**config.mk**
```make
export PLATFORM = sky130hd
export DESIGN_NAME = systolic_ctrl
export DESIGN_NICKNAME = d
export VERILOG_FILES = /design/src/rtl/systolic_ctrl.sv
export SDC_FILE = /design/constraint.sdc
export NUM_CORES = 1
export LEC_CHECK = 0
export ABC_AREA = 1
export BUFFER_PORTS_ARGS = -buffer_cell sky130_fd_sc_hd__buf_2
export CAP_MARGIN = 20
export CORE_ASPECT_RATIO = 0.6
export CORE_MARGIN = 2
export CORE_UTILIZATION = 45
export CTS_CLUSTER_SIZE = 12
export DETAILED_ROUTE_END_ITERATION = 8
export PLACE_DENSITY = 0.64
export SKIP_CTS_REPAIR_TIMING = 1
export SLEW_MARGIN = 20
export SYNTH_ARGS = -nofsm -noshare
export SYNTH_HDL_FRONTEND = slang
export SYNTH_SLANG_ARGS = --single-unit
export TNS_END_PERCENT = 30
```
**constraint.sdc**
```tcl
create_clock -name clk -period 2.5 [get_ports clk]
set_input_delay 0.25 -clock clk [delete_from_list [all_inputs] [get_ports clk]]
set_output_delay 0.25 -clock clk [all_outputs]
set_load 0.02 [all_outputs]
```
**src/rtl/systolic_ctrl.sv**
```systemverilog
// systolic_ctrl: sequences weight load, bank swap, data streaming and drain for one systolic array tile
module systolic_ctrl #(
    parameter int N            = 4,
    parameter int DRAIN_CYCLES = 2 * N,
    parameter int CW           = 16
) (
    input  logic          clk,
    input  logic          rst,
    input  logic          start,
    input  logic [CW-1:0] num_vectors,
    input  logic          w_valid,
    output logic          w_ready,
    input  logic          d_valid,
    output logic          d_ready,
    output logic          load_weight,
    output logic          swap_weights,
    output logic          run,
    output logic          data_zero,
    output logic          busy,
    output logic          done
);
    localparam int LW = $clog2(N + 1);
    localparam int DW = $clog2(DRAIN_CYCLES + 1);

    typedef enum logic [2:0] {IDLE, LOAD, SWAP, STREAM, DRAIN, DONE} state_t;

    state_t        state;
    logic [LW-1:0] load_cnt;
    logic [DW-1:0] drain_cnt;
    logic [CW-1:0] vec_cnt;
    logic [CW-1:0] vec_tgt;

    always_ff @(posedge clk) begin
        if (rst) begin
            state     <= IDLE;
            load_cnt  <= '0;
            drain_cnt <= '0;
            vec_cnt   <= '0;
            vec_tgt   <= '0;
        end else begin
            case (state)
                IDLE: if (start) begin
                    vec_tgt   <= num_vectors;
                    load_cnt  <= '0;
                    drain_cnt <= '0;
                    vec_cnt   <= '0;
                    state     <= LOAD;
                end
                LOAD: if (w_valid) begin
                    load_cnt <= load_cnt + LW'(1);
                    state    <= (load_cnt == LW'(N - 1)) ? SWAP : LOAD;
                end
                SWAP: state <= (vec_tgt != '0) ? STREAM : DONE;
                // compare against vec_tgt-1 so a full-scale count never needs vec_cnt to wrap
                STREAM: if (d_valid) begin
                    vec_cnt <= vec_cnt + CW'(1);
                    state   <= (vec_cnt == vec_tgt - CW'(1)) ? DRAIN : STREAM;
                end
                DRAIN: begin
                    drain_cnt <= drain_cnt + DW'(1);
                    state     <= (drain_cnt == DW'(DRAIN_CYCLES - 1)) ? DONE : DRAIN;
                end
                DONE: state <= IDLE;
                default: state <= IDLE;
            endcase
        end
    end

    // outputs are forced low while rst is high so a reset cycle never leaks a stale control
    assign w_ready      = !rst && state == LOAD && w_valid;
    assign load_weight  = w_ready;
    assign d_ready      = !rst && state == STREAM && d_valid;
    assign swap_weights = !rst && state == SWAP;
    assign data_zero    = !rst && state == DRAIN;
    assign run          = d_ready || data_zero;
    assign busy         = !rst && state != IDLE;
    assign done         = !rst && state == DONE;
endmodule

```
### Yosys cells after proc, flatten, opt, wreduce, memory -nomap -nowiden

Cells that the tools add are included.

| word-level totals | value |
|---|---|
| flip-flop bits (word level) | 42 |
| input bits | 21 |
| output and inout port bits | 8 |
| logic and storage cells | 57 |

| cells by class | value |
|---|---|
| add/subtract/negate cells | 4 |
| mux-type cells | 16 |
| reductions and logical operators | 21 |
| equality and inequality tests | 11 |

Operator list:

| operator | number |
|---|---|
| $mux 16 | 2 |
| $pmux 16 s2 | 1 |
| $mux 3 | 7 |
| $add 16x1->16 const B | 1 |
| $eq 16x16->1 | 1 |
| $reduce_bool 16->1 | 1 |
| $sub 16x1->16 const B | 1 |
| $pmux 3 s5 | 1 |
| $eq 3x2->1 const B | 3 |
| $reduce_and 3->1 | 3 |
| $logic_and 1x1->1 | 8 |
| $pmux 4 s2 | 1 |
| $eq 3x3->1 const B | 2 |
| $ne 2x2->1 const B | 3 |
| $pmux 3 s2 | 1 |
| $reduce_bool 2->1 | 3 |
| $add 4x1->4 const B | 1 |
| $eq 4x3->1 const B | 1 |
| $mux 4 | 1 |
| $reduce_and 2->1 | 2 |
| $add 3x1->3 const B | 1 |
| $eq 3x1->1 const B | 1 |
| $logic_not 3->1 | 1 |
| $reduce_bool 3->1 | 1 |
| 4 further kinds | 4 |

### Logic depth before layout (Yosys ltp)

Gate-level depths: netlist (run 1).

| logic depth | value |
|---|---|
| depth in word-level cells | 5 |
| depth in mapped cells | 16 |
| gate-level depth less buffers | 16 |

### Least setup slack after synthesis (run 1)

Ideal clock, no wire load.

| path | value |
|---|---|
| path kind | flip-flop to flip-flop |
| start point | reg vec_tgt[0] |
| end point | reg state[1] |
| library setup time | 132 ps |
| arrival time | 1574 ps |
| cell stages (with the launch flop) | 16 |
| clock period less this slack | 1706 ps |
| buffers on the path | 0 |
| setup slack | 794 ps |
| required time | 2368 ps |
| cell sequence | dfxtp_1 > inv_1 > ha_1 > nand2_1 > nor2_1 > nand2_1 > inv_1 > nand2_1 > nand2_1 > nand3_1 > nor2_1 > nand3_1 > nand2_1 > nand2_1 > nand2_1 > a21oi_1 |

| between the ends | value |
|---|---|
| longest elaborated chain between the ends | 5 |
| elaborated cells on any way between the ends | 7 |
| those cells by class | add/sub (1); eq/ne (1); mux (4); reduce/logical (1) |

Ends and longest elaborated chain:

| element | line | RTL |
|---|---|---|
| start, declared | 31 | `logic [CW-1:0] vec_tgt;` |
| start signal, assigned | 43 | `vec_tgt <= num_vectors;` |
| $sub 16x1->16 | 57 | `state <= (vec_cnt == vec_tgt - CW'(1)) ? DRAIN : STREAM;` |
| $eq 16x16->1 | 57 |  |
| $mux 3 | 57 |  |
| $mux 3 | 55 | `STREAM: if (d_valid) begin` |
| $pmux 3 s5 * | 41 | `case (state)` |
| end signal, assigned | 53 | `SWAP: state <= (vec_tgt != '0) ? STREAM : DONE;` |
| end signal, assigned | 57 |  |
| end signal, assigned | 61 | `state <= (drain_cnt == DW'(DRAIN_CYCLES - 1)) ? DONE : DRAIN;` |
| end, declared | 27 | `state_t state;` |

Every way passes the cells marked *; elsewhere a longest branch is shown, timed or not. The select of a mux whose other input is x is not followed.
A chain may end at the register's enable or synchronous reset.

### Worst setup path after layout (run 1)

Same ends and word-level chain as after synthesis.

==> implementation parameters, run 1 <==
Parameter                              Value

Run status
  Outcome ... finished clean

STA
  Final Hold Viols ... 0
  Maximum clock frequency ... around 450 MHz
  Worst Max-Slew Pin Slew ... 0.5345 ns
  Unrepaired setup endpoints after global routing ... no
  Setup-failing EPs final ... 0
  Worst Skew ... between 0.007 and 0.008 ns
  Fin crit share ... 0.8893
  Max-slew violation count ... 0
  Setup TNS after final layout ... 0 ns
  Post-layout minimum cycle time ... around 2.2 ns
  Relative max-transition margin ... 0.6424

Hold path
  Class of the worst hold path ... in2reg
  Hold path startpoint ... num_vectors[8]

Power and ir drop
  Cell leakage power ... between 1 and 1.5 nW
  Pint ... between 1 and 1.5 mW
  Sequential share of power ... 0.414
  Power density over the cells ... slightly above 600 nW/um^2
  Power spent charging and discharging nets ... about 0.53 mW
  Part of the power in the clock network ... 0.372
  Switching power as a share of total power ... 0.3031
  Max IR drop VDD ... ~0.0003 V
  Power consumption ... ~1.8 mW
  Combinational group share of total power ... 0.214

Global route
  Number of global-route vias before repair ... around 2200
  Number of antenna violations at the first check in global routing ... 0
  Remaining global-route overflow ... 0
  Gr usage total ... 0.2143
  First-pass GRT wire length ... approximately 10000 um
  Largest net degree at the start of global routing ... 33

Die
  Starting density of the core ... 0.4788
  Ports placed on the boundary ... 29
  Num rows ... 20
  Standard cell core area ... 5205 sq um
  Die height ... 61.65 um
  Die width ... around 100 um
  Die outline area ... ~6200 sq um

Clocking
  Clock tree from TritonCTS ... yes
  # clock sinks ... 42
  CTS clock-pin slew for the worst setup and hold paths ... around 0.090 ns
  H-tree levels ... 2
  CTS buffer count ... 5
  Root Buffer Master ... sky130_fd_sc_hd__clkbuf_8
  Maximum buffer depth of the clock tree ... 2
  Clk Latency, worst-skew pair ... approximately 0.30 ns

Setup path
  CP most frequent cell ... sky130_fd_sc_hd__nand2_1
  FF-to-FF Start ... vec_tgt[0]
  Buffers & Inverters on Critical Path ... 2
  Worst path max stage delay ... around 0.33 ns
  Worst EP arrival ... 2.40 ns
  Launch point of the critical path ... vec_tgt[0]
  Largest fanout on the critical path ... 6
  Slowest library cell on the worst path ... sky130_fd_sc_hd__dfxtp_1
  Kind of launch point of the worst setup path ... flop
  Required time worst endpoint ... around 2.7 ns
  Worst setup EP type ... flop
  Setup CP Type ... reg2reg
  Gate family responsible for the most delay along the worst path ... simple AND/OR/NAND/NOR gates
  R2R Setup Slk ... around 0.28 ns
  Cell Chain, Critical Path ... inv_1 -> ha_2 -> nand2_1 -> nor2_1 -> nand2_1 -> inv_1 -> nand2_1 -> nand2_1 -> nand3_1 -> nor2_1 -> nand3_1 -> nand2_1 -> nand2_1 -> nand2_1 -> a21oi_1

Finish
  Post-route cell area ... 2848 sq um
  Fraction of final layout cells with drive strength greater than 1 ... 0.1259
  Number of fill cells ... roughly 530
  Final Instance Count excl. Fillers ... about 480
  Synth-to-layout area growth ... 14.26%
  Total area of multi-input combinational cells ... between 1000 and 1500 sq um
  Register area ... 840.8 sq um
  Highest-count cells in the layout ignoring fill and taps ... sky130_fd_sc_hd__nand2_1 (83), sky130_fd_sc_hd__inv_1 (53), sky130_fd_sc_hd__nor2_1 (45)
  Final layout net count ... about 440
  Most common library cell in the layout ignoring fill and taps ... sky130_fd_sc_hd__nand2_1
  Layout Utilization ... 0.5471
  Diode count ... 0

Placed design
  Estimated wirelength of the detail-placed design ... roughly 4800 um
  Placed standard-cell area ... about 2700 sq um
  # port buffers ... 28
  Post-placement cell count ... around 470
  RD Place Congestion ... 0.9675

Synth
  Most common flop cell mapped by yosys ... sky130_fd_sc_hd__dfxtp_1
  Cells after Synth ... approximately 380
  Sequential share of the synthesized area ... 0.3373
  Number of register bits inferred by synthesis ... 42
  Cell area after synthesis ... between 2000 and 2500 sq um
  Yosys warning total ... 0
  Top post-synthesis cells by area ... sky130_fd_sc_hd__dfxtp_1 (34%), sky130_fd_sc_hd__nand2_1 (13%), sky130_fd_sc_hd__inv_1 (8.0%)
  Share of async-settable or async-resettable flops after synthesis ... 0
  Cell taking the most area after synthesis ... sky130_fd_sc_hd__dfxtp_1
  Share of Yosys cell area claimed by the top area cell type ... 0.3373
  Number of synthesized flops with an enable pin ... 0
  Cell variety after synth ... 32
  Net count of the mapped netlist ... between 400 and 500
  Mean cell area of the mapped netlist ... 6.542 sq um

Drt
  Final routed wire length divided by cell count ... between 10 and 15 um
  Post-Route WL ... approximately 6000 um
  DR pass1 iterations ... 4
  Antenna Violating Nets Remaining ... 0
  Number of vias per cell after detailed routing ... 5.084
  Total via count after detailed routing ... approximately 2400
  Starting DRT DRC Count ... around 160
  Drt drc ... 0

Flow run
  # Max-Cap Violations ... 0
## cell usage after synthesis (3+ instances only)
master,n
sky130_fd_sc_hd__inv_2,3
sky130_fd_sc_hd__nor3_1,10
sky130_fd_sc_hd__a21oi_1,35
sky130_fd_sc_hd__nand4_1,3
sky130_fd_sc_hd__o21ai_0,26
sky130_fd_sc_hd__nor2_1,45
sky130_fd_sc_hd__inv_1,53
sky130_fd_sc_hd__nand2_1,83
sky130_fd_sc_hd__xor2_1,8
sky130_fd_sc_hd__ha_1,5
sky130_fd_sc_hd__nand3_1,29
sky130_fd_sc_hd__dfxtp_1,42
sky130_fd_sc_hd__a211oi_1,3
sky130_fd_sc_hd__xnor2_1,8
sky130_fd_sc_hd__clkbuf_1,4
## kinds of logic after synthesis
family          after synthesis  synth area share
simple gates                182            0.3293
compound gates               71            0.1526
buf+inv                      65           0.09940
flops                        42            0.3374
xor+xnor                     16           0.05623
fa+ha+maj                     5           0.02510
## area by class of cell
type                    count  share of cell area
multi-input cells         274              0.4938
flip-flops and latches     42              0.2953
inverters                  58             0.07645
repair buffers             31             0.05712
well taps                  66             0.02900
clock buffers               5             0.02417
clock inverters             3             0.02417
## flip-flops by register name, indices dropped and copies added (netlist names)
name and flops:
vec_cnt 16, vec_tgt 16, drain_cnt 4, load_cnt 3
state 3
## layer usage
metal,track usage,routed length [um],up-vias
li1,-,-,1297
met1,0.3269,3336,1074
met2,0.3089,2288,59
met3,0.04540,360,5
met4,0.04892,42,0
met5,0,0,-
## worst paths after layout
path	to	depth (start not counted)
worst min-delay path	vec_tgt[8]	3
worst min register to register	load_cnt[0]	1
worst max-delay path	state[1]	15
worst max register to register	state[1]	15
## per-stage QoR
stage                     setup slack (ns)  hold WS, ns
final                               0.2768       0.1918
after global routing               0.05377       0.1855
after CTS                           0.2320       0.1821
after detailed placement            0.2673       0.4532
after global placement              0.2545       0.4494
after floorplan                     0.7943       0.3944
## worst reg2reg max path: cells and delay by family, from the launching register on
| family | cells | cell delay [ns] |
|---|---|---|
| adder cells (fa/ha/maj) | 1 | 0.26 |
| flip-flops | 1 | 0.33 |
| buffers and inverters | 2 | 0.20 |
| AO/OA/AOI/OAI | 1 | 0.05 |
| AND/OR/NAND/NOR | 11 | 1.27 |
## power groups by stage
stage	logic [mW]	clock network, mW	registers, mW
floorplan	0.274	0	0.735
global placement	0.363	0	0.742
detailed placement	0.367	0	0.742
CTS	0.369	0.672	0.727
global route	0.427	0.694	0.732
finish	0.375	0.654	0.727
Note: power is estimated with default switching activity, not from simulation.
==> run 2: changes to the inputs <==
--- a/config.mk
+++ b/config.mk
@@ -14,6 +14,7 @@
 export CTS_CLUSTER_SIZE = 12
 export DETAILED_ROUTE_END_ITERATION = 8
 export PLACE_DENSITY = 0.64
+export REMOVE_ABC_BUFFERS = 1
 export SKIP_CTS_REPAIR_TIMING = 1
 export SLEW_MARGIN = 20
 export SYNTH_ARGS = -nofsm -noshare
==> implementation parameters, run 2 (synthesis results as in run 1) <==
Parameter                              Value

Run status
  Outcome ... finished clean

Power and ir drop
  Power density over the cells ... 558.5 nW/um^2 (-9.4%)
  Part of the power in the clock network ... 0.299 (-0.073)
  Cell leakage power ... 1.305 nW (-0.69%)
  Max IR drop VDD ... 0.0002812 V (-7.9%)
  Pint ... 1.050 mW (-14%)
  Switching power as a share of total power ... 0.3317 (+0.02851)
  Power spent charging and discharging nets ... 0.5213 mW (-2.1%)
  Combinational group share of total power ... 0.237 (+0.023)
  Sequential share of power ... 0.464 (+0.050)

Clocking
  Maximum buffer depth of the clock tree ... 2 (unchanged)
  Clk Latency, worst-skew pair ... 0.30 ns (about the same)
  H-tree levels ... 2 (unchanged)
  Clock tree from TritonCTS ... yes
  # clock sinks ... 42 (unchanged)
  Root Buffer Master ... sky130_fd_sc_hd__clkbuf_8
  CTS clock-pin slew for the worst setup and hold paths ... 0.08 ns (about the same)
  CTS buffer count ... 5 (unchanged)

Finish
  Layout Utilization ... 0.5406 (-0.006490)
  Final layout net count ... 440 (+0.46%)
  Post-route cell area ... 2814 sq um (-1.2%)
  Final Instance Count excl. Fillers ... 481 (+0.42%)
  Highest-count cells in the layout ignoring fill and taps ... sky130_fd_sc_hd__nand2_1 (83), sky130_fd_sc_hd__inv_1 (53), sky130_fd_sc_hd__nor2_1 (45)
  Diode count ... 0 (unchanged)
  Number of fill cells ... 544 (+2.1%)
  Fraction of final layout cells with drive strength greater than 1 ... 0.1253 (-0.0006068)
  Most common library cell in the layout ignoring fill and taps ... sky130_fd_sc_hd__nand2_1
  Synth-to-layout area growth ... 12.90%
  Leading registers by flop count ... vec_cnt (16), vec_tgt (16), drain_cnt (4)

Global route
  Gr usage total ... 0.2111 (-0.003219)
  Remaining global-route overflow ... 0 (unchanged)
  First-pass GRT wire length ... 9949 um (-3.2%)
  Number of global-route vias before repair ... 2090 (-3.0%)
  Number of antenna violations at the first check in global routing ... 0 (unchanged)
  Largest net degree at the start of global routing ... 33 (unchanged)

Drt
  Starting DRT DRC Count ... 160 (-2.4%)
  Final routed wire length divided by cell count ... 12.61 um (+0.21%)
  DR pass1 iterations ... 5 (+1)
  Number of vias per cell after detailed routing ... 5.119 (+0.69%)
  Total via count after detailed routing ... 2462 (+1.1%)
  Drt drc ... 0 (unchanged)
  Post-Route WL ... 6067 um (+0.63%)
  Antenna Violating Nets Remaining ... 0 (unchanged)

Placed design
  Post-placement cell count ... 473 (+0.42%)
  # port buffers ... 28 (unchanged)
  Estimated wirelength of the detail-placed design ... 4639 um (-2.9%)
  RD Place Congestion ... 0.8691 (-10%)
  Placed standard-cell area ... 2723 sq um (+0.55%)

STA
  Setup-failing EPs final ... 0 (unchanged)
  Fin crit share ... 0.8834 (-0.005857)
  Worst Skew ... 0.006025 ns (-0.001445 ns)
  Final Hold Viols ... 0 (unchanged)
  Max-slew violation count ... 0 (unchanged)
  Relative max-transition margin ... 0.7254 (+0.08305)
  Post-layout minimum cycle time ... 2.209 ns (-0.01464 ns)
  Setup TNS after final layout ... 0 ns (unchanged)
  Worst Max-Slew Pin Slew ... 0.4103 ns (-0.1241 ns)
  Unrepaired setup endpoints after global routing ... no
  Maximum clock frequency ... 452.8 MHz (+0.66%)

Die
  Die outline area ... 6169 sq um (unchanged)
  Ports placed on the boundary ... 29 (unchanged)
  Die height ... 61.65 um (unchanged)
  Num rows ... 20 (unchanged)
  Die width ... 100.1 um (unchanged)
  Standard cell core area ... 5205 sq um (unchanged)
  Starting density of the core ... 0.4788 (unchanged)

Setup path
  Setup CP Type ... reg2reg
  Largest fanout on the critical path ... 6 (unchanged)
  Worst setup EP type ... flop
  CP most frequent cell ... sky130_fd_sc_hd__nand2_1
  Worst EP arrival ... 2.39 ns (about the same)
  Slowest library cell on the worst path ... sky130_fd_sc_hd__dfxtp_1
  Cell Chain, Critical Path ... inv_1 -> ha_1 -> nand2_1 -> nor2_1 -> nand2_1 -> inv_1 -> nand2_1 -> nand2_1 -> nand3_1 -> nor2_1 -> nand3_1 -> nand2_1 -> nand2_1 -> nand2_1 -> o31ai_1
  Kind of launch point of the worst setup path ... flop
  Required time worst endpoint ... 2.69 ns (about the same)
  Worst path max stage delay ... 0.33 ns (about the same)
  Logic depth of the worst register-to-register path ... 15 (unchanged)

Flow run
  # Max-Cap Violations ... 0 (unchanged)

Hold path
  Class of the worst hold path ... in2reg
  Worst Hold Depth ... 3 (unchanged)
-- run 2: routing by layer --
layer,GRT usage,share of wire
met2,0.2992,0.40
met3,0.06356,0.063
met4,0.07241,0.011
met5,0,0
met1,0.3050,0.52
-- run 2: final cells by class --
class | instances | area [sq um] | share of cell area
tap | 66 | 82.58 | 0.02935
inverter | 58 | 217.7 | 0.07737
multi-input combinational | 274 | 1404 | 0.4989
sequential | 42 | 840.8 | 0.2988
clock inverter | 1 | 5.005 | 0.001779
clock buffer | 7 | 86.33 | 0.03068
timing repair buffer | 33 | 177.7 | 0.06314
-- run 2: worst max-delay path, delay by kind of cell, from the launching register on --
kind,cells,cell delay (ns)
AND/OR/NAND/NOR,11,1.21
AO/OA/AOI/OAI,1,0.07
adder cells (fa/ha/maj),1,0.29
buffers and inverters,2,0.20
flip-flops,1,0.33
-- run 2: path summary, 6_finish.rpt --
check	start	to	slack (ns)
setup / recovery	vec_tgt[0]	state[0]	0.29
hold / removal	num_vectors[8]	vec_tgt[8]	0.19
setup reg to reg	vec_tgt[0]	state[0]	0.29
hold reg to reg	load_cnt[0]	load_cnt[0]	0.47
-- run 2: power by group through the flow --
stage / clock network (mW) / logic, mW / registers, mW
6_report: 0.470 / 0.373 / 0.729
4_1_cts: 0.478 / 0.370 / 0.728
5_1_grt: 0.505 / 0.425 / 0.733
3_3_place_gp: 0 / 0.362 / 0.743
2_1_floorplan: 0 / 0.266 / 0.735
3_5_place_dp: 0 / 0.368 / 0.744
-- run 2: stage by stage --
stage          total power [mW]  setup WS [ns]  hold WS, ns
6_report                  1.572         0.2915       0.1899
5_1_grt                   1.663        0.08613       0.1985
4_1_cts                   1.577         0.3312       0.1881
3_5_place_dp              1.112         0.3496       0.4619
3_3_place_gp              1.105         0.3563       0.4579
2_1_floorplan             1.001         0.4195       0.3191
==> run 3: changes to the inputs <==
==> constraint.sdc (replaced) <==
create_clock -name clk -period 2.3 [get_ports clk]
set_input_delay 0.23 -clock clk [delete_from_list [all_inputs] [get_ports clk]]
set_output_delay 0.23 -clock clk [all_outputs]
set_load 0.02 [all_outputs]
==> implementation parameters, run 3 (synthesis results as in run 1) <==
Parameter                              Value

Hold path
  Class of the worst hold path ... in2reg

Drt
  Post-Route WL ... 6105 um (+0.63%)
  DR pass1 iterations ... 4 (-1)
  Antenna Violating Nets Remaining ... 0 (unchanged)
  Starting DRT DRC Count ... 171 (+6.9%)
  Drt drc ... 0 (unchanged)
  Number of vias per cell after detailed routing ... 5.093 (-0.49%)
  Final routed wire length divided by cell count ... 12.67 um (+0.42%)
  Total via count after detailed routing ... 2455 (-0.28%)

Placed design
  RD Place Congestion ... 0.8844 (+1.8%)
  Placed standard-cell area ... 2730 sq um (+0.28%)
  Post-Place Setup Slack ... 0.2579 ns (-0.09174 ns)
  # port buffers ... 28 (unchanged)
  Estimated wirelength of the detail-placed design ... 4726 um (+1.9%)

Clocking
  Clock tree from TritonCTS ... yes
  H-tree levels ... 2 (unchanged)
  CTS clock-pin slew for the worst setup and hold paths ... 0.08 ns (about the same)
  Clk Latency, worst-skew pair ... 0.30 ns (about the same)
  # clock sinks ... 42 (unchanged)
  Root Buffer Master ... sky130_fd_sc_hd__clkbuf_8
  Maximum buffer depth of the clock tree ... 2 (unchanged)
  CTS buffer count ... 5 (unchanged)

Finish
  Number of fill cells ... 516 (-5.1%)
  Diode count ... 0 (unchanged)
  Leading registers by flop count ... vec_cnt (16), vec_tgt (16), drain_cnt (4)
  Most common library cell in the layout ignoring fill and taps ... sky130_fd_sc_hd__nand2_1
  Post-route cell area ... 2824 sq um (+0.36%)
  Final layout net count ... 441 (+0.23%)
  Highest-count cells in the layout ignoring fill and taps ... sky130_fd_sc_hd__nand2_1 (83), sky130_fd_sc_hd__inv_1 (53), sky130_fd_sc_hd__nor2_1 (45)
  Fraction of final layout cells with drive strength greater than 1 ... 0.1298 (+0.004506)
  Synth-to-layout area growth ... 13.30%

STA
  Maximum clock frequency ... 495.5 MHz (+9.4%)
  Unrepaired setup endpoints after global routing ... no
  Worst Skew ... 0.003496 ns (-0.002529 ns)
  Setup TNS after final layout ... 0 ns (unchanged)
  Fin crit share ... 0.8775 (-0.005871)
  Worst Max-Slew Pin Slew ... 0.4668 ns (+0.05644 ns)
  Setup-failing EPs final ... 0 (unchanged)
  Hold WS ... 0.1781 ns (-0.01180 ns)
  Post-layout minimum cycle time ... 2.018 ns (-0.1902 ns)
  Max-slew violation count ... 0 (unchanged)
  PnR worst setup slack ... 0.2817 ns (-0.009813 ns)
  Relative max-transition margin ... 0.6869 (-0.03854)
  Final Hold Viols ... 0 (unchanged)

Die
  Die height ... 61.65 um (unchanged)
  Standard cell core area ... 5205 sq um (unchanged)
  Die width ... 100.1 um (unchanged)
  Ports placed on the boundary ... 29 (unchanged)
  Num rows ... 20 (unchanged)
  Die outline area ... 6169 sq um (unchanged)
  Starting density of the core ... 0.4788 (unchanged)

Power and ir drop
  Part of the power in the clock network ... 0.292 (-0.007)
  Max IR drop VDD ... 0.0002664 V (-5.3%)
  Power spent charging and discharging nets ... 0.5568 mW (+6.8%)
  Power density over the cells ... 601.7 nW/um^2 (+7.7%)
  Switching power as a share of total power ... 0.3276 (-0.004018)
  Sequential share of power ... 0.467 (+0.003)
  Pint ... 1.143 mW (+8.8%)
  Power consumption ... 1.699 mW (+8.1%)
  Combinational group share of total power ... 0.241 (+0.004)
  Cell leakage power ... 1.310 nW (+0.33%)

Setup path
  Worst EP arrival ... 2.21 ns (-0.18 ns)
  Required time worst endpoint ... 2.49 ns (-0.20 ns)
  Largest fanout on the critical path ... 6 (unchanged)
  Setup CP Type ... reg2reg
  Worst setup EP type ... flop
  Kind of launch point of the worst setup path ... flop

Global route
  First-pass GRT wire length ... 10280 um (+3.3%)
  Remaining global-route overflow ... 0 (unchanged)
  Gr usage total ... 0.2153 (+0.004178)
  Largest net degree at the start of global routing ... 33 (unchanged)
  Number of antenna violations at the first check in global routing ... 0 (unchanged)
  Number of global-route vias before repair ... 2155 (+3.1%)

Flow run
  # Max-Cap Violations ... 0 (unchanged)

Run status
  Outcome ... finished clean
==> run 3: metrics by stage <==
stage | utilization | std cells
after floorplan | - | 374
after global placement | 0.5245 | 474
after detailed placement | 0.5245 | 474
after CTS | 0.5421 | 482
after global routing | 0.5425 | 482
final | 0.5425 | 482
==> run 3: routing by layer <==
layer / track usage / part of all wire / up-vias
met1: 0.3233 / 0.53 / 1085
met3: 0.04086 / 0.070 / 7
met5: 0 / 0 / -
met4: 0.05675 / 0.0098 / 0
met2: 0.3166 / 0.39 / 61
li1: - / - / 1302
==> run 3: cell type report <==
| class | instances | area, sq um | share of cell area |
|---|---|---|---|
| multi-input combinational | 274 | 1406 | 0.4980 |
| sequential | 42 | 840.8 | 0.2977 |
| inverter | 58 | 217.7 | 0.07709 |
| timing repair buffer | 34 | 185.2 | 0.06557 |
| clock buffer | 7 | 86.33 | 0.03057 |
| tap | 66 | 82.58 | 0.02924 |
| clock inverter | 1 | 5.005 | 0.001772 |
==> run 3: critical path: stages, from the launching register on <==
cell and delay, ns:
sky130_fd_sc_hd__dfxtp_1 0.31, sky130_fd_sc_hd__inv_1 0.12, sky130_fd_sc_hd__ha_2 0.26, sky130_fd_sc_hd__inv_1 0.07
sky130_fd_sc_hd__nor2_1 0.10, sky130_fd_sc_hd__nand3_1 0.12, sky130_fd_sc_hd__nor2_1 0.16, sky130_fd_sc_hd__nand2_1 0.09
sky130_fd_sc_hd__nand3_1 0.08, sky130_fd_sc_hd__nand3_1 0.08, sky130_fd_sc_hd__nor2_1 0.17, sky130_fd_sc_hd__nand3_1 0.09
sky130_fd_sc_hd__nand2_1 0.09, sky130_fd_sc_hd__nand2_1 0.05, sky130_fd_sc_hd__nand2_1 0.05, sky130_fd_sc_hd__o31ai_1 0.06
==> run 3: final timing paths <==
check / startpoint / to / slack, ns / cells past startpoint
setup reg to reg: vec_tgt[0] / state[0] / 0.28 / 15
setup / recovery: vec_tgt[0] / state[0] / 0.28 / 15
hold reg to reg: load_cnt[0] / load_cnt[0] / 0.48 / 1
hold / removal: num_vectors[8] / vec_tgt[8] / 0.18 / 3
==> run 3: power by group through the flow <==
stage	clock [mW]	combinational (mW)	sequential, mW
floorplan	0	0.289	0.799
global placement	0	0.395	0.808
detailed placement	0	0.401	0.809
CTS	0.514	0.403	0.792
global route	0.548	0.464	0.797
finish	0.496	0.410	0.793
